==> src/rtl/matmul_operand_fetch_if.sv <==
// Operand stream from the fetch unit to the MAC array: one A/B chunk pair per beat,
// tagged with its position in the k loop and the end of the run.
interface matmul_operand_fetch_if #(
    parameter int WIDTH      = 16,
    parameter int CHUNK_SIZE = 4
) ();
    logic [WIDTH*CHUNK_SIZE-1:0] out_A;
    logic [WIDTH*CHUNK_SIZE-1:0] out_B;
    logic                        out_valid;
    logic                        out_ready;
    logic                        first_k;
    logic                        last_k;
    logic                        last;

    modport master (output out_A, out_B, out_valid, first_k, last_k, last, input out_ready);
    modport slave  (input out_A, out_B, out_valid, first_k, last_k, last, output out_ready);
endinterface

==> src/rtl/matmul_operand_fetch.sv <==
// Walks the i/j/k operand order of an M x P x K matrix product, issuing A/B memory reads
// and streaming the returned chunk pairs through a 2-entry skid buffer with loop tags.
module matmul_operand_fetch #(
    parameter int WIDTH           = 16,
    parameter int CHUNK_SIZE      = 4,
    parameter int INNER_DIMENSION = 8,
    parameter int OUTER_DIMENSION = 6,
    parameter int ROWS_A          = 6
) (
    input  logic                        clk,
    input  logic                        rst_n,
    input  logic                        start,
    output logic                        busy,
    output logic                        done,
    output logic [WIDTH-1:0]            counter_A,
    output logic [WIDTH-1:0]            counter_B,
    input  logic [WIDTH*CHUNK_SIZE-1:0] data_A,
    input  logic [WIDTH*CHUNK_SIZE-1:0] data_B,
    matmul_operand_fetch_if.master      op
);
    localparam int K  = INNER_DIMENSION / CHUNK_SIZE;
    localparam int DW = WIDTH * CHUNK_SIZE;
    localparam int EW = 2 * DW + 3;
    localparam logic [WIDTH-1:0] ZERO   = {WIDTH{1'b0}};
    localparam logic [WIDTH-1:0] ONE    = WIDTH'(1);
    localparam logic [WIDTH-1:0] K_LAST = WIDTH'(K - 1);
    localparam logic [WIDTH-1:0] P_LAST = WIDTH'(OUTER_DIMENSION - 1);
    localparam logic [WIDTH-1:0] M_LAST = WIDTH'(ROWS_A - 1);

    if ((INNER_DIMENSION % CHUNK_SIZE) != 0 || K < 1) begin : g_bad_inner_dimension
        $error("INNER_DIMENSION must be a non-zero multiple of CHUNK_SIZE");
    end

    typedef enum logic [1:0] {
        IDLE  = 2'd0,
        RUN   = 2'd1,
        DRAIN = 2'd2
    } state_t;

    state_t           state_r;
    logic [WIDTH-1:0] i_r, j_r, k_r;
    logic             inflight_r;
    logic [2:0]       tag_r;        // {first_k, last_k, last} of the read in flight
    logic [1:0]       occ_r;
    logic [1:0]       occ_next_s;
    logic [EW-1:0]    head_r, tail_r, entry_s;
    logic             out_valid_r;
    logic [2:0]       pending_s;
    logic             pop_s, issue_s, last_issue_s, accept_s, drained_s;
    logic             k_wrap_s, j_wrap_s, i_wrap_s;

    assign pop_s        = out_valid_r & op.out_ready;
    assign pending_s    = {1'b0, occ_r} + {2'b00, inflight_r} - {2'b00, pop_s};
    assign issue_s      = (state_r == RUN) && (pending_s < 3'd2);
    assign k_wrap_s     = (k_r == K_LAST);
    assign j_wrap_s     = (j_r == P_LAST);
    assign i_wrap_s     = (i_r == M_LAST);
    assign last_issue_s = issue_s & k_wrap_s & j_wrap_s & i_wrap_s;
    assign accept_s     = (state_r == IDLE) && start && !done;
    assign drained_s    = !inflight_r && ((occ_r == 2'd0) || ((occ_r == 2'd1) && pop_s));
    assign entry_s      = {data_A, data_B, tag_r};

    assign op.out_A     = head_r[EW-1 -: DW];
    assign op.out_B     = head_r[3 +: DW];
    assign op.first_k   = head_r[2];
    assign op.last_k    = head_r[1];
    assign op.last      = head_r[0];
    assign op.out_valid = out_valid_r;

    // Skid buffer occupancy after this cycle's capture and pop.
    always_comb begin
        occ_next_s = occ_r;
        case ({inflight_r, pop_s})
            2'b10:   occ_next_s = occ_r + 2'd1;
            2'b01:   occ_next_s = occ_r - 2'd1;
            default: occ_next_s = occ_r;
        endcase
    end

    // Run control: start acceptance, end-of-issue and drain completion.
    always_ff @(posedge clk or negedge rst_n) begin
        if (!rst_n) begin
            state_r <= IDLE;
            busy    <= 1'b0;
            done    <= 1'b0;
        end else begin
            done <= 1'b0;
            case (state_r)
                IDLE: begin
                    if (accept_s) begin
                        state_r <= RUN;
                        busy    <= 1'b1;
                    end
                end
                RUN: begin
                    if (last_issue_s) begin
                        state_r <= DRAIN;
                    end
                end
                DRAIN: begin
                    if (drained_s) begin
                        state_r <= IDLE;
                        busy    <= 1'b0;
                        done    <= 1'b1;
                    end
                end
                default: begin
                    state_r <= IDLE;
                    busy    <= 1'b0;
                end
            endcase
        end
    end

    // Loop indices and read addresses; A steps back to the row start when k wraps within a row.
    always_ff @(posedge clk or negedge rst_n) begin
        if (!rst_n) begin
            i_r       <= ZERO;
            j_r       <= ZERO;
            k_r       <= ZERO;
            counter_A <= ZERO;
            counter_B <= ZERO;
        end else if (issue_s) begin
            if (!k_wrap_s) begin
                k_r       <= k_r + ONE;
                counter_A <= counter_A + ONE;
                counter_B <= counter_B + ONE;
            end else begin
                k_r <= ZERO;
                if (!j_wrap_s) begin
                    j_r       <= j_r + ONE;
                    counter_A <= counter_A - K_LAST;
                    counter_B <= counter_B + ONE;
                end else begin
                    j_r       <= ZERO;
                    counter_B <= ZERO;
                    if (!i_wrap_s) begin
                        i_r       <= i_r + ONE;
                        counter_A <= counter_A + ONE;
                    end else begin
                        i_r       <= ZERO;
                        counter_A <= ZERO;
                    end
                end
            end
        end
    end

    // Tags travel alongside the read so they line up with data one cycle later.
    always_ff @(posedge clk or negedge rst_n) begin
        if (!rst_n) begin
            inflight_r <= 1'b0;
            tag_r      <= 3'b000;
        end else begin
            inflight_r <= issue_s;
            tag_r      <= {(k_r == ZERO), k_wrap_s, (k_wrap_s & j_wrap_s & i_wrap_s)};
        end
    end

    // Two-entry skid buffer; head_r drives the outputs directly.
    always_ff @(posedge clk or negedge rst_n) begin
        if (!rst_n) begin
            head_r      <= {EW{1'b0}};
            tail_r      <= {EW{1'b0}};
            occ_r       <= 2'd0;
            out_valid_r <= 1'b0;
        end else begin
            occ_r       <= occ_next_s;
            out_valid_r <= (occ_next_s != 2'd0);
            case ({inflight_r, pop_s})
                2'b10: begin
                    if (occ_r == 2'd0) begin
                        head_r <= entry_s;
                    end else begin
                        tail_r <= entry_s;
                    end
                end
                2'b01: head_r <= tail_r;
                2'b11: begin
                    if (occ_r == 2'd1) begin
                        head_r <= entry_s;
                    end else begin
                        head_r <= tail_r;
                        tail_r <= entry_s;
                    end
                end
                default: head_r <= head_r;
            endcase
        end
    end

    matmul_operand_fetch_chk u_chk (
        .clk     (clk),
        .rst_n   (rst_n),
        .capture (inflight_r),
        .pop     (pop_s),
        .occ     (occ_r)
    );
endmodule

// Skid buffer integrity checks for matmul_operand_fetch.
module matmul_operand_fetch_chk (
    input logic       clk,
    input logic       rst_n,
    input logic       capture,
    input logic       pop,
    input logic [1:0] occ
);
    no_overflow: assert property (@(posedge clk) disable iff (!rst_n)
        !(capture && !pop && (occ == 2'd2)));
endmodule

==> src/flat_wrapper.sv <==
// flat-port wrapper written by rule: the top's interface ports become plain ports
module matmul_operand_fetch_flat 
#(
    parameter int WIDTH           = 16,
    parameter int CHUNK_SIZE      = 4,
    parameter int INNER_DIMENSION = 8,
    parameter int OUTER_DIMENSION = 6,
    parameter int ROWS_A          = 6
)
  (clk, rst_n, start, busy, done, counter_A, counter_B, data_A, data_B, op_out_A, op_out_B, op_out_valid, op_first_k, op_last_k, op_last, op_out_ready);
  matmul_operand_fetch_if #(.WIDTH(WIDTH), .CHUNK_SIZE(CHUNK_SIZE)) op_i ();
  input  logic clk;
  input  logic rst_n;
  input  logic start;
  output logic busy;
  output logic done;
  output logic [WIDTH-1:0] counter_A;
  output logic [WIDTH-1:0] counter_B;
  input  logic [WIDTH*CHUNK_SIZE-1:0] data_A;
  input  logic [WIDTH*CHUNK_SIZE-1:0] data_B;
  output wire logic [$bits(op_i.out_A)-1:0] op_out_A;
  output wire logic [$bits(op_i.out_B)-1:0] op_out_B;
  output wire logic [$bits(op_i.out_valid)-1:0] op_out_valid;
  output wire logic [$bits(op_i.first_k)-1:0] op_first_k;
  output wire logic [$bits(op_i.last_k)-1:0] op_last_k;
  output wire logic [$bits(op_i.last)-1:0] op_last;
  input wire logic [$bits(op_i.out_ready)-1:0] op_out_ready;
  assign op_out_A = op_i.out_A;
  assign op_out_B = op_i.out_B;
  assign op_out_valid = op_i.out_valid;
  assign op_first_k = op_i.first_k;
  assign op_last_k = op_i.last_k;
  assign op_last = op_i.last;
  assign op_i.out_ready = op_out_ready;
  matmul_operand_fetch #(.WIDTH(WIDTH), .CHUNK_SIZE(CHUNK_SIZE), .INNER_DIMENSION(INNER_DIMENSION), .OUTER_DIMENSION(OUTER_DIMENSION), .ROWS_A(ROWS_A)) u_core (.clk(clk), .rst_n(rst_n), .start(start), .busy(busy), .done(done), .counter_A(counter_A), .counter_B(counter_B), .data_A(data_A), .data_B(data_B), .op(op_i));
endmodule
==> config.mk <==
export PLATFORM = sky130hd
export DESIGN_NAME = matmul_operand_fetch_flat
export DESIGN_NICKNAME = d
export VERILOG_FILES = /design/src/rtl/matmul_operand_fetch_if.sv /design/src/rtl/matmul_operand_fetch.sv /design/src/flat_wrapper.sv
export SDC_FILE = /design/constraint.sdc
export NUM_CORES = 1
export LEC_CHECK = 0
export CAP_MARGIN = 20
export CORE_UTILIZATION = 50
export DETAILED_ROUTE_END_ITERATION = 8
export PLACE_DENSITY = 0.76
export SYNTH_ARGS = -nofsm -noshare
export SYNTH_HDL_FRONTEND = slang
export SYNTH_SLANG_ARGS = --single-unit
==> constraint.sdc <==
create_clock -name clk -period 3.7 [get_ports clk]
set_input_delay 0.74 -clock clk [delete_from_list [all_inputs] [get_ports clk]]
set_output_delay 0.74 -clock clk [all_outputs]
set_load 0.005 [all_outputs]
# == Yosys cells after proc, flatten, opt, wreduce, memory -nomap -nowiden ==
# Index checks and enable logic that the tools add are counted.
# totals
ff_bits,353
input_bits,132
output_inout_bits,166
# classes
n_addsub,10
order_cmp,1
eq_ne,15
muxes,24
bitwise,7
reduce_logical,20
# op_table
cell,count
$mux W131,4
$pmux W131 S3,1
$pmux W131 S2,1
$mux W16,8
$add A16 B1 Y16 const B,5
$eq A16 B3 Y1 const B,2
$eq A16 B1 Y1 const B,1
$logic_not A16 Y1,1
$sub A16 B1 Y16 const B,1
$reduce_and A3 Y1,4
$ne A2 B1 Y1 const B,4
$and A1 B1 Y1,6
$eq A2 B1 Y1 const B,3
$eq A2 B2 Y1 const B,3
$mux W2,3
$pmux W2 S3,1
$logic_and A1 B1 Y1,5
$logic_not A2 Y1,2
$mux W1,4
$ne A2 B2 Y1 const B,2
$pmux W2 S2,1
$reduce_and A2 Y1,2
$reduce_bool A2 Y1,2
$add A2 B1 Y3,1
other kinds (9),10

# == Depth between registers and ports, before layout ==
# depth
depth_word,9
mapped_depth,12
depth_no_buf,10

# == Worst setup path before layout ==
# OpenSTA, ideal clock, no wires.
# synth_timing
kind,in2reg
start,input op_out_ready
end,register u_core.counter_A[6]
setup_time_ns,0.136
arrival_time_ns,3.020
slack_ns,0.543
cell_stages,11
n_path_buf,2
cell_sequence,nand2_1 -> ha_1 -> nand2_1 -> fa_1 -> nand3b_1 -> nand2b_1 -> buf_2 -> a2111o_1 -> buf_6 -> a221oi_2 -> a31oi_1
# synth_between
elab_chain_cells,4
# synth_lines
item,line_no,rtl
"start, declared",flat_wrapper.sv:27,input wire logic [$bits(op_i.out_ready)-1:0] op_out_ready;
$and A1 B1 Y1,matmul_operand_fetch.sv:52,assign pop_s = out_valid_r & op.out_ready;
$sub A3 B1 Y3,matmul_operand_fetch.sv:53,"assign pending_s = {1'b0, occ_r} + {2'b00, inflight_r} - {2'b00, pop_s};"
$lt A3 B2 Y1,matmul_operand_fetch.sv:54,assign issue_s = (state_r == RUN) && (pending_s < 3'd2);
$logic_and A1 B1 Y1,matmul_operand_fetch.sv:54,
"end signal, assigned",matmul_operand_fetch.sv:126,counter_A <= counter_A + ONE;
"end signal, assigned",matmul_operand_fetch.sv:132,counter_A <= counter_A - K_LAST;
"end signal, assigned",matmul_operand_fetch.sv:139,counter_A <= counter_A + ONE;
"end, declared",matmul_operand_fetch.sv:15,"output logic [WIDTH-1:0] counter_A,"
# No other way between the ends.
# A chain may end at the register's enable or synchronous reset.

# == Worst setup path in the final report ==
# layout_timing
start,input op_out_ready
end,register u_core.j_r[14]
# layout_between
elab_chain_cells,5
# layout_lines
item,line_no,rtl
$and A1 B1 Y1,matmul_operand_fetch.sv:52,
$sub A3 B1 Y3,matmul_operand_fetch.sv:53,
$lt A3 B2 Y1,matmul_operand_fetch.sv:54,
$logic_and A1 B1 Y1,matmul_operand_fetch.sv:54,
$reduce_and A2 Y1 (no source line),--,
"end signal, assigned",matmul_operand_fetch.sv:131,j_r <= j_r + ONE;
"end, declared",matmul_operand_fetch.sv:41,"logic [WIDTH-1:0] i_r, j_r, k_r;"
# No other way between the ends.

==> results.md <==
* Uppermost layer routed: met4
* Outcome: finished, final reports clean
* Post-layout util at 0.6712
* Die W at 180.1 um
* Pin count of the biggest net entering global routing at 135
* Final WS setup at 0.5003 ns
* Cell mode on critical path: nand2_1
* Syn_nets at 1532
* Overflow after GRT at 0
* Main synth FF type: dfrtp_1
* Register area share after synthesis at 0.5567
* GR Util All Layers at 0.2450
* Top-count cell post-synth: dfrtp_1
* Final wirelength at 39.40 mm
* Yosys top cell by area: dfrtp_1
* Tcrit/Tclk final at 0.8648
* P&R area growth vs syn at 30.74%
* Post-CTS Repair Setup Buffers at 0
* First-pass GRT wire length at 64.31 mm
* Final Setup Violations at 0
* Layout cells sized above 1 at 0.1450
* Crit path largest cell delay at 0.55 ns
* Initial antenna violation count at 1
* DRT met1 WL at 16.88 mm
* Core box area at 30910 sq um
* Clock Path Buffers at 3
* Final instance count without filler cells at 2107
* Final instance area at 20750 sq um
* Pwr/cell area at 860.6 nW/um^2
* Post-synth EDFFs at 0
* DRT Pass-1 Iters at 5
* RSZ-0062 raised after global routing: false
* Crit path capture type: flip-flop
* Clock latency on the worst-skew pair at 0.52 ns
* Cell Area, Synth at 15870 sq um
* Clock tree sinks at 353
* Cell breakdown of the critical path: clkdlybuf4s50_1 > nand2_1 > ha_1 > nand2_1 > fa_1 > nand3b_1 > nand2b_1 > buf_4 > or4_4 > nor2_1 > xor2_1
* Critical path arrival at 3.63 ns
* Dpl hpwl at 26.87 mm
* Final slew viol count at 0
* CP required at 4.13 ns
* Reg clk slew, reported paths at 0.06 ns
* CTS hold repair buffers at 0
* DR WL/cell at 18.70 um
* Post-CTS Resized at 0
* Routed wl met2 at 19.61 mm
* Final hold viol count at 0
* Peak VDD IR at 615.3 uV
* DR DRC count at 0
* Most instantiated cells after synthesis: dfrtp_1 (353), nor2_1 (182), a21oi_1 (142)
* Slew HR at 0.5763
* Die Y at 180.1 um
* Vias in the first global route at 11870
* Avg Cell Area, Syn at 11.46 sq um
* Placed cell count at 2038
* FFs w/ async S/R, synth at 1.000
* # IOs at 298
* I/O Buffers at 297
* Lkg Pwr at 9.262 nW
* Antenna Nets Post-Route at 0
* CTS Buf Count at 38
* Critical path type: in2reg
* Die Area at 32450 sq um
* Clk root buf: clkbuf_16
* Post-synth top area share at 0.5567
* Pre-CTS setup slack at -0.009664 ns
* Synth Warn # at 0
* Ranking of synthesized cells by area: dfrtp_1 (56%), mux2_2 (9.3%), mux2i_1 (8.3%)
* Final Wtd Congestion at 0.8463
* Synthesized flop and latch total at 353
* Initial Utilization at 0.5134
* Clock Skew at 0.01380 ns
* Period minus WS final at 3.200 ns
* Floorplan row count at 64
* H-tree levels at 2
* Startpoint Class: input port
* Post-synthesis cell count at 1385
* Max-Cap Viols at 0
* Worst slew pin tran at 0.6355 ns
* Fin nets at 1829
* Netlist cell types at 59
* Post-DP Area at 19440 sq um
* HP Class: in2async
* Routed vias/inst at 5.623
* CTS tree: built
* Fmax achieved at 312.5 MHz
* Crit-path max FO at 16
* Slowest cell on the critical path: or4_4
* Met3 routed wirelength at 1.918 mm
* Iteration-0 DRC count of the detailed router at 786
* Setup TNS at 0 ns
* Vias at 11850
-- state kept, by name, summed over array words and instances, names as in the netlist --
name,flops
u_core.tag_r,3
u_core.j_r,16
u_core.counter_B,16
u_core.tail_r,131
u_core.done,1
u_core.state_r,2
u_core.busy,1
u_core.op.out_valid,1
u_core.head_r,131
u_core.i_r,16
u_core.k_r,16
u_core.occ_r,2
u_core.inflight_r,1
u_core.counter_A,16
-- routing by layer --
metal / vias up / global-route usage
met5: - / 0
met4: 0 / 0.07521
met3: 61 / 0.03880
met2: 352 / 0.4205
met1: 5917 / 0.3200
li1: 5518 / -
-- critical path: cells and delay by family --
| family | cells | cell delay (ns) |
|---|---|---|
| adders and majority gates | 2 | 0.80 |
| xor gates and xnor gates | 1 | 0.16 |
| and+or+nand+nor | 6 | 1.17 |
| buffers and inverters | 2 | 0.74 |
-- stage by stage --
stage          power (mW)  hold WS, ns
2_1_floorplan       10.61       0.4444
5_1_grt             18.98       0.2180
3_3_place_gp        13.70       0.4648
3_5_place_dp        14.02       0.4813
4_1_cts             18.00       0.1993
6_report            17.85       0.1802
-- worst paths after layout --
| check | from | end | slack [ns] | cells past startpoint |
|---|---|---|---|---|
| max | op_out_ready | u_core.j_r[14] | 0.50 | 11 |
| min | rst_n | u_core.tail_r[41] | 0.18 | 1 |
| max reg2reg | u_core.inflight_r | u_core.j_r[14] | 0.74 | 10 |
| min reg2reg | u_core.i_r[15] | u_core.i_r[15] | 0.49 | 1 |
| max in group asynchronous | rst_n | u_core.head_r[13] | 2.63 | 2 |
| min in group clk | u_core.i_r[15] | u_core.i_r[15] | 0.49 | 1 |
-- power by group --
group,internal (mW),switching [mW]
sequential,5.53,1.06
clock,2.36,1.54
combinational,3.91,3.45
total,11.8,6.05
-- cell type report --
class	count	area [sq um]
Antenna cell	1	2.502
Clock buffer	52	1095
Clock inverter	16	203.9
Fill cell	2313	10160
Inverter	23	86.33
Multi-Input combinational cell	934	6639
Sequential cell	353	8833
Tap cell	396	495.5
Timing Repair Buffer	332	3391
-- logic make-up (layout without fill, tap and decap cells) --
| family | count (synthesis) | after routing | share of synthesized area |
|---|---|---|---|
| simple gates | 384 | 384 | 0.1221 |
| flops | 353 | 353 | 0.5567 |
| mux | 262 | 262 | 0.1756 |
| compound gates | 219 | 219 | 0.07696 |
| buf+inv | 98 | 423 | 0.02657 |
| xor+xnor | 54 | 54 | 0.02981 |
| fa+ha+maj | 15 | 15 | 0.01230 |
| other cells | 0 | 1 | 0 |
-- placed cells by master, fill, tap and decap left out, types with 16 or more instances in the layout --
cell type / Yosys / final
xnor2_1: 30 / 30
buf_4: 0 / 23
nor2_1: 182 / 182
dfrtp_1: 353 / 353
nand3_1: 36 / 36
xor2_1: 24 / 24
o21ai_0: 30 / 30
a21oi_1: 142 / 141
nand2_1: 48 / 47
mux2i_1: 131 / 131
clkdlybuf4s50_1: 0 / 296
mux2_2: 131 / 131
clkbuf_16: 0 / 39
inv_1: 21 / 21
and3_1: 16 / 16
nand4_1: 25 / 25
No activity file was read; power rests on OpenSTA's default activity.
==> RTL edit, RTL diff (same settings) <==
`CHUNK_SIZE` is set to 4 in 3 places; all go to 8.
--- a/src/rtl/matmul_operand_fetch_if.sv
+++ b/src/rtl/matmul_operand_fetch_if.sv
@@ -3,5 +3,5 @@
 interface matmul_operand_fetch_if #(
     parameter int WIDTH      = 16,
-    parameter int CHUNK_SIZE = 4
+    parameter int CHUNK_SIZE = 8
 ) ();
     logic [WIDTH*CHUNK_SIZE-1:0] out_A;
--- a/src/rtl/matmul_operand_fetch.sv
+++ b/src/rtl/matmul_operand_fetch.sv
@@ -3,5 +3,5 @@
 module matmul_operand_fetch #(
     parameter int WIDTH           = 16,
-    parameter int CHUNK_SIZE      = 4,
+    parameter int CHUNK_SIZE      = 8,
     parameter int INNER_DIMENSION = 8,
     parameter int OUTER_DIMENSION = 6,
--- a/src/flat_wrapper.sv
+++ b/src/flat_wrapper.sv
@@ -3,5 +3,5 @@
 #(
     parameter int WIDTH           = 16,
-    parameter int CHUNK_SIZE      = 4,
+    parameter int CHUNK_SIZE      = 8,
     parameter int INNER_DIMENSION = 8,
     parameter int OUTER_DIMENSION = 6,
Interface: changed (resized data_A, data_B, op_out_A and op_out_B); port bits go from 298 to 554. The function was not compared with the original's and may differ.
==> RTL edit against the original RTL <==
Synthesized cell count grew 75%. Clock power grew 61%. Total power grew 67%. Fmax grew 5.5%. Clock skew up 0.0044 ns. Area after synthesis rose by 61%. Sequential cell count rose by 253. Worst setup slack improved by 0.17 ns. Worst hold slack got worse by 0.018 ns. Wire length grew 83%. Die area is 60% higher. Core utilization grew 1.1 points. Largest power group unchanged. Non-clock buffer count up 289. Final area increased by 65%.
==> RTL edit: results (changes against the original RTL) <==
----------------------------------------------------
[Routing]
  Met2 wirelength from detailed routing ... 34620 um (+77%)
  Post-Route M1 WL ... 28580 um (+69%)
  Total detailed-routing wirelength ... 71960 um (+83%)
  First drt pass iteration count ... 6 (+1)
  Count of routing violations after the opening detailed-route iteration ... 1526 (+94%)
  Met3 wire length ... 5232 um (+170%)

[Logic synthesis]
  Ranking of synthesized cells by area ... dfrtp_1 (59%), mux2_2 (11%), nand2_1 (8.2%)
  Net Count, Synth ... 2692 (+76%)
  Synth top cells by count ... dfrtp_1 (606), nand2_1 (557), nor2_1 (297), a31oi_1 (259), mux2_2 (259)
  Average cell area after synthesis ... 10.57 um^2 (-7.7%)

[Worst setup path]
  Arr. time, crit path ... 3.57 ns (-0.06 ns)
  Number of cells on the worst reg-to-reg path ... 11 (+1)
  Slowest stage cell on the critical path ... clkdlybuf4s50_1

[Placement]
  DPL Wire Length ... 49610 um (+85%)
  Placed cell area ... 0.03222 mm^2 (+66%)
  IO Port Bufs ... 553 (+86%)

[Global route]
  Wire length of the first global-routing pass ... 113300 um (+76%)
  Pin count of the biggest net entering global routing ... 99 (-27%)
  Grt met2 use ... 44.28% (+2.2 points)
  Met3 Use GR ... 6.925% (+3.0 points)
  Combined global-route utilization of all metal layers ... 27.37% (+2.9 points)
  Antenna violations before repair ... 17 (+16)

[Clock tree]
  Insertion delay to the later sink of the worst-skew pair ... 0.61 ns (+0.09 ns)
  Number of CTS-inserted buffers ... 61 (+61%)

[Outcome]
  Run status ... completed

[Pwr]
  Worst ir drop on vdd ... 0.5873 mV (-4.6%)
  Leakage Power ... 14.68 nW (+58%)

[Final layout]
  Final-stage net count ... 3218 (+76%)
  Layout Cells excl Fill ... 3679 (+75%)

----------------------------------------------------
==> RTL edit: cell types whose count changed after synthesis, moves of 115 or more <==
cell	delta
dfrtp_1	+253
nand2_1	+509
mux2i_1	-129
a21oi_1	-130
a31oi_1	+251
mux2_2	+128
nor2_1	+115
==> RTL edit: where the power goes <==
part / internal [W] / switching, W
Sequential: 0.00970 / 0.00171
Clock: 0.00374 / 0.00254
Combinational: 0.00647 / 0.00569
==> RTL edit: area by class of cell <==
| cell class | instances | area (um^2) |
|---|---|---|
| clock inverter | 14 | 205.2 |
| fill | 3680 | 15970 |
| sequential | 606 | 15160 |
| clock buffer | 94 | 1841 |
| timing repair buffer | 621 | 6414 |
| tap | 672 | 840.8 |
| multi-input combinational | 1634 | 9722 |
| antenna | 17 | 42.54 |
| inverter | 21 | 78.83 |
==> RTL edit: how the worst min path moves through the flow <==
stage	start	cells past startpoint	endpoint	slack (ns)
final	rst_n	1	u_core.tail_r[159]	0.16
after global routing	rst_n	1	u_core.tail_r[159]	0.20
after CTS	rst_n	1	u_core.tail_r[159]	0.17
after detailed placement	u_core.i_r[15]	1	u_core.i_r[15]	0.48
after global placement	u_core.i_r[15]	1	u_core.i_r[15]	0.47
after floorplan	rst_n	0	u_core.busy	0.44
==> RTL edit: cell families (layout without fill, tap and decap cells) <==
kind of cell / after synthesis / after routing / synth area share, %
AND/OR/NAND/NOR: 980 / 980 / 15.94
AO/OA/AOI/OAI: 328 / 328 / 7.986
adder cells (fa/ha/maj): 13 / 13 / 0.6654
multiplexers: 261 / 261 / 11.48
flip-flops: 606 / 606 / 59.30
other: 0 / 17 / 0
buffers and inverters: 179 / 750 / 2.843
XOR/XNOR: 52 / 52 / 1.781
